`src/rtl/sdram_burst_reader_if.sv`:
```
// Avalon-MM burst read bus plus the output stream of sdram_burst_reader.
// master: the reader side; slave: the SDRAM port and stream consumer side.
interface sdram_burst_reader_if #(
  parameter int unsigned ADDR_W  = 29,
  parameter int unsigned DATA_W  = 64,
  parameter int unsigned BURST_W = 8
);
  logic [ADDR_W-1:0]  address;
  logic [BURST_W-1:0] burstcount;
  logic               read;
  logic               waitrequest;
  logic [DATA_W-1:0]  readdata;
  logic               readdatavalid;
  logic [DATA_W-1:0]  out_data;
  logic               out_valid;
  logic               out_ready;

  modport master (
    output address, burstcount, read,
    input  waitrequest, readdata, readdatavalid,
    output out_data, out_valid,
    input  out_ready
  );

  modport slave (
    input  address, burstcount, read,
    output waitrequest, readdata, readdatavalid,
    input  out_data, out_valid,
    output out_ready
  );
endinterface

```
`src/rtl/sdram_burst_reader.sv`:
```
// Credit-based Avalon-MM burst read master feeding a show-ahead FIFO and valid/ready stream.
// Optional XOR checksum of all pushed words when SDRAM_RD_CHECKSUM_EN is defined.
module sdram_burst_reader #(
  parameter int unsigned ADDR_W     = 29,
  parameter int unsigned DATA_W     = 64,
  parameter int unsigned BURST_W    = 8,
  parameter int unsigned MAX_BURST  = 16,
  parameter int unsigned FIFO_DEPTH = 64,
  parameter int unsigned LEN_W      = 24
) (
  input  logic                clk,
  input  logic                rst,
  input  logic                start,
  input  logic [ADDR_W-1:0]   base_addr,
  input  logic [LEN_W-1:0]    num_words,
  output logic                busy,
  output logic                done,
  output logic [DATA_W-1:0]   checksum,
  sdram_burst_reader_if.master bus
);
  localparam int unsigned PTR_W = $clog2(FIFO_DEPTH);
  localparam int unsigned CNT_W = PTR_W + 1;
  localparam int unsigned SUM_W = CNT_W + 1;

  typedef enum logic [1:0] {StIdle, StIssue, StDrain} state_e;

  state_e             state_q, state_d;
  logic [ADDR_W-1:0]  cur_addr_q, cur_addr_d;
  logic [LEN_W-1:0]   remaining_q, remaining_d;
  logic [CNT_W-1:0]   outstanding_q, outstanding_d;
  logic               zero_done_q, zero_done_d;

  logic [DATA_W-1:0]  mem_q [FIFO_DEPTH];
  logic [PTR_W-1:0]   wr_ptr_q, rd_ptr_q;
  logic [CNT_W-1:0]   count_q;

  logic [LEN_W-1:0]   len;
  logic [CNT_W-1:0]   len_cnt;
  logic [SUM_W-1:0]   credit_sum;
  logic               issue_ok, accept, push, pop;

  assign len        = (remaining_q < LEN_W'(MAX_BURST)) ? remaining_q : LEN_W'(MAX_BURST);
  assign len_cnt    = CNT_W'(len);
  // Words buffered plus words promised must leave room for the whole next burst.
  assign credit_sum = SUM_W'(count_q) + SUM_W'(outstanding_q) + SUM_W'(len_cnt);
  assign issue_ok   = (state_q == StIssue) && (credit_sum <= SUM_W'(FIFO_DEPTH));
  assign accept     = issue_ok && !bus.waitrequest;
  // Beats with nothing outstanding are stale (e.g. after reset) and dropped.
  assign push       = bus.readdatavalid && (outstanding_q != '0);
  assign pop        = bus.out_valid && bus.out_ready;

  assign bus.read       = issue_ok;
  assign bus.address    = issue_ok ? cur_addr_q : '0;
  assign bus.burstcount = issue_ok ? BURST_W'(len) : '0;
  assign bus.out_valid  = (count_q != '0);
  assign bus.out_data   = mem_q[rd_ptr_q];

  assign busy = (state_q != StIdle);
  assign done = zero_done_q || ((state_q == StDrain) && (outstanding_q == '0));

  always_comb begin
    state_d       = state_q;
    cur_addr_d    = cur_addr_q;
    remaining_d   = remaining_q;
    zero_done_d   = 1'b0;
    outstanding_d = outstanding_q;
    if (accept) outstanding_d = outstanding_d + len_cnt;
    if (push)   outstanding_d = outstanding_d - CNT_W'(1);

    unique case (state_q)
      StIdle: begin
        if (start) begin
          if (num_words != '0) begin
            cur_addr_d  = base_addr;
            remaining_d = num_words;
            state_d     = StIssue;
          end else begin
            zero_done_d = 1'b1;
          end
        end
      end
      StIssue: begin
        if (accept) begin
          cur_addr_d  = cur_addr_q + ADDR_W'(len);
          remaining_d = remaining_q - len;
          if (remaining_q == len) state_d = StDrain;
        end
      end
      StDrain: begin
        if (outstanding_q == '0) state_d = StIdle;
      end
      default: state_d = StIdle;
    endcase
  end

  always_ff @(posedge clk) begin
    if (rst) begin
      state_q       <= StIdle;
      cur_addr_q    <= '0;
      remaining_q   <= '0;
      outstanding_q <= '0;
      zero_done_q   <= 1'b0;
      wr_ptr_q      <= '0;
      rd_ptr_q      <= '0;
      count_q       <= '0;
    end else begin
      state_q       <= state_d;
      cur_addr_q    <= cur_addr_d;
      remaining_q   <= remaining_d;
      outstanding_q <= outstanding_d;
      zero_done_q   <= zero_done_d;
      if (push) wr_ptr_q <= wr_ptr_q + PTR_W'(1);
      if (pop)  rd_ptr_q <= rd_ptr_q + PTR_W'(1);
      if (push && !pop)      count_q <= count_q + CNT_W'(1);
      else if (!push && pop) count_q <= count_q - CNT_W'(1);
    end
  end

  always_ff @(posedge clk) begin
    if (push) mem_q[wr_ptr_q] <= bus.readdata;
  end

`ifdef SDRAM_RD_CHECKSUM_EN
  logic [DATA_W-1:0] checksum_q;

  always_ff @(posedge clk) begin
    if (rst) begin
      checksum_q <= '0;
    end else if ((state_q == StIdle) && start) begin
      checksum_q <= '0;
    end else if (push) begin
      checksum_q <= checksum_q ^ bus.readdata;
    end
  end

  assign checksum = checksum_q;
`else
  assign checksum = '0;
`endif
endmodule

```
`src/flat_wrapper.sv`:
```
// flat-port wrapper written by rule: the top's interface ports become plain ports
module sdram_burst_reader_flat 
#(
  parameter int unsigned ADDR_W     = 29,
  parameter int unsigned DATA_W     = 64,
  parameter int unsigned BURST_W    = 8,
  parameter int unsigned MAX_BURST  = 16,
  parameter int unsigned FIFO_DEPTH = 64,
  parameter int unsigned LEN_W      = 24
)
  (clk, rst, start, base_addr, num_words, busy, done, checksum, bus_address, bus_burstcount, bus_read, bus_waitrequest, bus_readdata, bus_readdatavalid, bus_out_data, bus_out_valid, bus_out_ready);
  sdram_burst_reader_if #(.ADDR_W(ADDR_W), .DATA_W(DATA_W), .BURST_W(BURST_W)) bus_i ();
  input  logic clk;
  input  logic rst;
  input  logic start;
  input  logic [ADDR_W-1:0] base_addr;
  input  logic [LEN_W-1:0] num_words;
  output logic busy;
  output logic done;
  output logic [DATA_W-1:0] checksum;
  output wire logic [$bits(bus_i.address)-1:0] bus_address;
  output wire logic [$bits(bus_i.burstcount)-1:0] bus_burstcount;
  output wire logic [$bits(bus_i.read)-1:0] bus_read;
  input wire logic [$bits(bus_i.waitrequest)-1:0] bus_waitrequest;
  input wire logic [$bits(bus_i.readdata)-1:0] bus_readdata;
  input wire logic [$bits(bus_i.readdatavalid)-1:0] bus_readdatavalid;
  output wire logic [$bits(bus_i.out_data)-1:0] bus_out_data;
  output wire logic [$bits(bus_i.out_valid)-1:0] bus_out_valid;
  input wire logic [$bits(bus_i.out_ready)-1:0] bus_out_ready;
  assign bus_address = bus_i.address;
  assign bus_burstcount = bus_i.burstcount;
  assign bus_read = bus_i.read;
  assign bus_i.waitrequest = bus_waitrequest;
  assign bus_i.readdata = bus_readdata;
  assign bus_i.readdatavalid = bus_readdatavalid;
  assign bus_out_data = bus_i.out_data;
  assign bus_out_valid = bus_i.out_valid;
  assign bus_i.out_ready = bus_out_ready;
  sdram_burst_reader #(.ADDR_W(ADDR_W), .DATA_W(DATA_W), .BURST_W(BURST_W), .MAX_BURST(MAX_BURST), .FIFO_DEPTH(FIFO_DEPTH), .LEN_W(LEN_W)) u_core (.clk(clk), .rst(rst), .start(start), .base_addr(base_addr), .num_words(num_words), .busy(busy), .done(done), .checksum(checksum), .bus(bus_i));
endmodule
```
`config.mk`:
```
export PLATFORM = sky130hd
export DESIGN_NAME = sdram_burst_reader_flat
export DESIGN_NICKNAME = d
export VERILOG_FILES = /design/src/rtl/sdram_burst_reader_if.sv /design/src/rtl/sdram_burst_reader.sv /design/src/flat_wrapper.sv
export SDC_FILE = /design/constraint.sdc
export NUM_CORES = 2
export LEC_CHECK = 0
export ABC_AREA = 0
export CAP_MARGIN = 20
export CORE_MARGIN = 1
export CORE_UTILIZATION = 45
export DETAILED_ROUTE_END_ITERATION = 8
export HOLD_SLACK_MARGIN = 0.05
export SYNTH_ARGS = -nofsm -noshare
export SYNTH_HDL_FRONTEND = slang
export SYNTH_SLANG_ARGS = --single-unit
```
`constraint.sdc`:
```
create_clock -name clk -period 11.3 [get_ports clk]
set_input_delay 3.39 -clock clk [delete_from_list [all_inputs] [get_ports clk]]
set_output_delay 3.39 -clock clk [all_outputs]
set_load 0.05 [all_outputs]
```
* After elaboration in Yosys (flattened, before gate mapping)
Memory sizes are Yosys's and may differ from the RTL's. A register that Yosys moved wholly into a read port is not among the register bits.
Index checks and enable logic that the tools add are counted.
** Storage, ports and cells
- Flip-flop bits (word level) :: 82
- RAM bits :: 4096
- Input bits :: 123
- Output and inout bits :: 169
- Memories kept :: 1
** Cells by class
- Add/subtract/negate cells :: 10
- $lt $le $gt $ge :: 2
- Eq/ne operators :: 8
- Multiplexer cells :: 26
- Bitwise gates (word level) :: 2
- Reductions and logical operators :: 22
** Memories
- u_core.mem_q :: words 64, width 64, rd ports 1, clocked after Yosys merged registers in 1, wr ports 1, line sdram_burst_reader.sv:33 : logic [DATA_W-1:0] mem_q [FIFO_DEPTH];
** Operator list (count)
- $mux 29 :: 4
- $mux 24 :: 4
- $pmux 29 s2 :: 1
- $pmux 24 s2 :: 1
- $add 29x24->29 :: 1
- $mux 7 :: 4
- $eq 24x24->1 :: 1
- $lt 24x5->1 const B :: 1
- $reduce_bool 24->1 :: 1
- $sub 24x24->24 :: 1
- $reduce_bool 7->1 :: 2
- $sub 7x1->7 const B :: 2
- $add 6x1->6 const B :: 2
- $mux 6 :: 2
- $mux 2 :: 5
- $add 7x7->8 :: 1
- $add 8x7->8 :: 1
- $le 8x7->1 const B :: 1
- $mux 8 :: 1
- $add 7x1->7 const B :: 1
- $add 7x7->7 :: 1
- $logic_and 1x1->1 :: 7
- $logic_not 7->1 :: 1
- $ne 2x2->1 const B :: 3
- other kinds (13) :: 21

* Depth between registers and ports, before layout
- Word-level depth :: 9
- Gate-level depth with buffers :: 23
- Gate-level depth less buffers :: 21

* Least setup slack after synthesis
No wires, ideal clock.
- Path type :: flip-flop to output port
- From :: register u_core.remaining_q[5]
- To :: output bus_address[1]
- Arrival :: 5.278 ns
- Slack :: 2.632 ns
- Cell stages (with the launch flop) :: 14
- Cell sequence :: dfxtp_1 or4_4 or4_4 nor3_2 buf_2 and2_1 fa_1 ha_1 a211oi_1 nor2_1 xor2_1 o31a_1 buf_2 nor4_1
** On the way
- Word-level cells in the longest chain between the ends :: 6
** Ends and longest elaborated chain
- start: declaration :: line sdram_burst_reader.sv:29 : logic [LEN_W-1:0] remaining_q, remaining_d;
- start signal: assignment :: line sdram_burst_reader.sv:109 : remaining_q <= remaining_d;
- $lt 24x5->1 :: line sdram_burst_reader.sv:42 : assign len = (remaining_q < LEN_W'(MAX_BURST)) ? remaining_q : LEN_W'(MAX_BURST);
- $mux 24 (*) :: line sdram_burst_reader.sv:42
- $add 8x7->8 (*) :: line sdram_burst_reader.sv:45 : assign credit_sum = SUM_W'(count_q) + SUM_W'(outstanding_q) + SUM_W'(len_cnt);
- $le 8x7->1 (*) :: line sdram_burst_reader.sv:46 : assign issue_ok = (state_q == StIssue) && (credit_sum <= SUM_W'(FIFO_DEPTH));
- $logic_and 1x1->1 (*) :: line sdram_burst_reader.sv:46
- $mux 29 (*) :: line sdram_burst_reader.sv:53 : assign bus.address = issue_ok ? cur_addr_q : '0;
- end: declaration :: line flat_wrapper.sv:21 : output wire logic [$bits(bus_i.address)-1:0] bus_address;
Mark *: on every way between the ends. The rest lies on a longest branch, timed or not.

* Worst setup path after layout
- From :: register u_core.remaining_q[5]
- To :: output bus_address[18]
The elaborated chain is that of the path after synthesis.

==> results_dict.tcl <==
set metrics [dict create \
    ys.flop_type "edfxtp_1" \
    ir_worst_vdd_uv 247 \
    async_reset_ff_share_pct 0 \
    max-cap-violations 0 \
    layout-drive-gt1-share_pct 29.5 \
    numCtsBuffers 423 \
    die_w_microns 603 \
    nets 7528 \
    core_sq_um 359000 \
    cts_setup_buffers 0 \
    post-route-min-period_ns 9.92 \
    instances_no_fill 12474 \
    clk_path_buf_depth 4 \
    grt_pass1_wl_microns 618000 \
    timing.fmax_ghz 0.101 \
    initialDrtViolationCount 10221 \
    synthSimpleGateAreaFrac_pct 1.41 \
    pin_count 292 \
    yosys-top-cells-area "edfxtp_1 (76%), mux4_2 (19%), dfxtp_1 (1.1%)" \
    yosysTopAreaCell "edfxtp_1" \
    placementRows 220 \
    ctsHoldBuffers 0 \
    synth_seq_cells 4184 \
    vias_per_cell 6.29 \
    synth_fa_ha_area_share_pct 0.490 \
    antenna_found_initial 30 \
    synth_top_family_by_area "multiplexers" \
    wl_microns 446000 \
    hold_viol 0 \
    place_area_sq_um 171000 \
    num_vias 78403 \
    synth-edff-count 4096 \
    hp-class "flop to flop" \
    first_pass_iters 8 \
    crit_path_max_fanout 24 \
    syn-cell-area_sq_um 162000 \
    power_mw 39.2 \
    start_kind "flop" \
    ys_seq_area_share_pct 76.8 \
    worst_ep_arrival_time_ns 6.53 \
    p_per_area_nw_per_um2 212 \
    critical_path_class "flop to primary output" \
    grt_pass1_vias 78327 \
    clkTransAtPathRegs_ns 0.06 \
    tns_ns 0 \
    area_delta_synth_final_pct 13.9 \
    netlist_top_cells_count "edfxtp_1 (4096), mux4_2 (1344), clkbuf_1 (202)" \
    grt_max_degree 142 \
    synth.most_common_cell "edfxtp_1" \
    synth_compound_area_share_pct 1.09 \
    cts_resized 0 \
    synthXorXnorAreaFrac_pct 0.216 \
    finish.utilization_pct 51.5 \
    grt_overflow 0 \
    ys_warn_count 0 \
    initial_core_util_pct 45.2 \
    root_buffer "clkbuf_16" \
    hpwl_microns 219000 \
    dp.cells 11687 \
    routedWlPerCell_microns 35.8 \
    setup_viol 0 \
    die_h_microns 603 \
    period_share_pct 87.8 \
    fillers 27604 \
    crit_path_end_kind "primary output" \
    synth_top_area_share_pct 75.7 \
    netlist_instances 6823 \
    drc_errors 0 \
    muxShareOfSynthArea_pct 18.7 \
    rsz0062_at_grt "no" \
    cts_sinks 4184 \
    report.final.slew_viol_count 0 \
    clk_latency_ns 0.99 \
    numPortBuffers 224 \
    worst_pin_slew_ns 1.16 \
    dieArea_sq_um 363000 \
    gp_congestion 0.791 \
    cts_tree "built" \
    syn_avg_cell_area_sq_um 23.8 \
    cts_max_level 5 \
    detail-route-antenna-nets 0 \
    finalClockSkew_ns 0.0613 \
    max-slew-margin-rel_pct 22.3 \
    p_leak_nw 55.7 \
    design_area_sq_um 185000 \
    grt_usage_pct 24.4 \
    outcome "finished, final reports clean" \
    yosys.cell_types.count 80 \
    worst_ep_required_time_ns 7.91 \
]
cells by family (layout without fill, tap and decap cells):
kind of cell,count (synthesis),count (layout)
other,2,99
adder cells (fa/ha/maj),57,57
flip-flops,4184,4184
AND/OR/NAND/NOR,465,465
XOR/XNOR,40,40
multiplexers,1349,1349
buffers and inverters,463,1244
AO/OA/AOI/OAI,263,263
registers in the layout (all words and copies together) (netlist names), named ones only:
name,cells
u_core.zero_done_q,1
u_core.remaining_q,24
u_core.rd_ptr_q,6
u_core.state_q,2
u_core.count_q,7
u_core.mem_q,4096
u_core.cur_addr_q,29
u_core.outstanding_q,7
u_core.wr_ptr_q,6
per-stage QoR:
stage | hold WS [ns] | setup WS, ns
after global routing | 0.523 | 1.14
after floorplan | 0.450 | 2.63
after CTS | 0.479 | 1.35
after detailed placement | 0.472 | 2.42
after global placement | 0.461 | 2.06
final | 0.488 | 1.38
routing by layer:
metal | part of all wire (%) | track usage, % | vias up
li1 | - | - | 30419
met1 | 40 | 34.7 | 43420
met2 | 49 | 39.5 | 3805
met3 | 8.0 | 3.75 | 751
met4 | 3.0 | 6.92 | 8
met5 | 0.010 | 0 | -
final cells by class:
type / count / area, sq um / share of cell area, %
inverters: 36 / 135 / 0.0730
clock buffers: 519 / 11100 / 6.01
well taps: 4773 / 5970 / 3.23
diodes: 9 / 22.5 / 0.0122
repair buffers: 439 / 4360 / 2.36
clock inverters: 250 / 2270 / 1.23
flip-flops and latches: 4184 / 125000 / 67.4
multi-input cells: 2264 / 36400 / 19.7
critical path, stage by stage (launching register included):
cell             delay, ns
dfxtp_1               0.36
or4_4                 0.58
or4_4                 0.48
nor3_2                0.16
buf_4                 0.24
nand2_1               0.14
inv_1                 0.19
fa_1                  0.20
ha_1                  0.18
inv_1                 0.07
fa_1                  0.46
nand2b_1              0.20
a21oi_1               0.18
xor2_1                0.12
o31a_1                0.29
nor3_2                0.40
buf_4                 0.31
and2_1                0.18
clkdlybuf4s50_1       0.82
cell usage in the layout, fill, tap and decap left out, types with 11 or more instances in the layout:
master,n
nand4_1,15
nand2_1,73
xnor2_1,21
a21oi_1,72
o21ai_0,45
inv_1,35
buf_2,48
conb_1,90
a211oi_1,38
xor2_1,19
bufinv_16,32
buf_4,155
clkbuf_1,86
nor4_1,22
nor2_1,111
a21o_1,17
nand3_1,21
edfxtp_1,4096
dfxtp_1,82
clkbuf_16,430
buf_12,60
and3_1,13
clkdlybuf4s50_1,175
and2_1,36
clkinv_2,67
ha_1,46
fa_1,11
nor2_4,65
nor3_1,44
mux4_2,1344
clkinv_1,117
path summary, 6_finish.rpt:
path / start / to / slack, ns / depth (start not counted)
worst max-delay path: u_core.remaining_q[5] / bus_address[18] / 1.38 / 18
worst min-delay path: u_core.rd_ptr_q[1] / flop / 0.49 / 2
worst max register to register: u_core.remaining_q[5] / u_core.outstanding_q[6] / 5.18 / 23
worst min register to register: u_core.rd_ptr_q[1] / flop / 0.49 / 2
where the power goes:
part | leakage [nW] | total, mW | internal, mW | switching (mW)
logic | 11.6 | 8.06 | 3.73 | 4.33
registers | 37.6 | 17.6 | 17.3 | 0.232
clock network | 6.53 | 13.6 | 7.72 | 5.90
total | 55.7 | 39.2 | 28.8 | 10.5
Power figures use the tool's default switching activity.
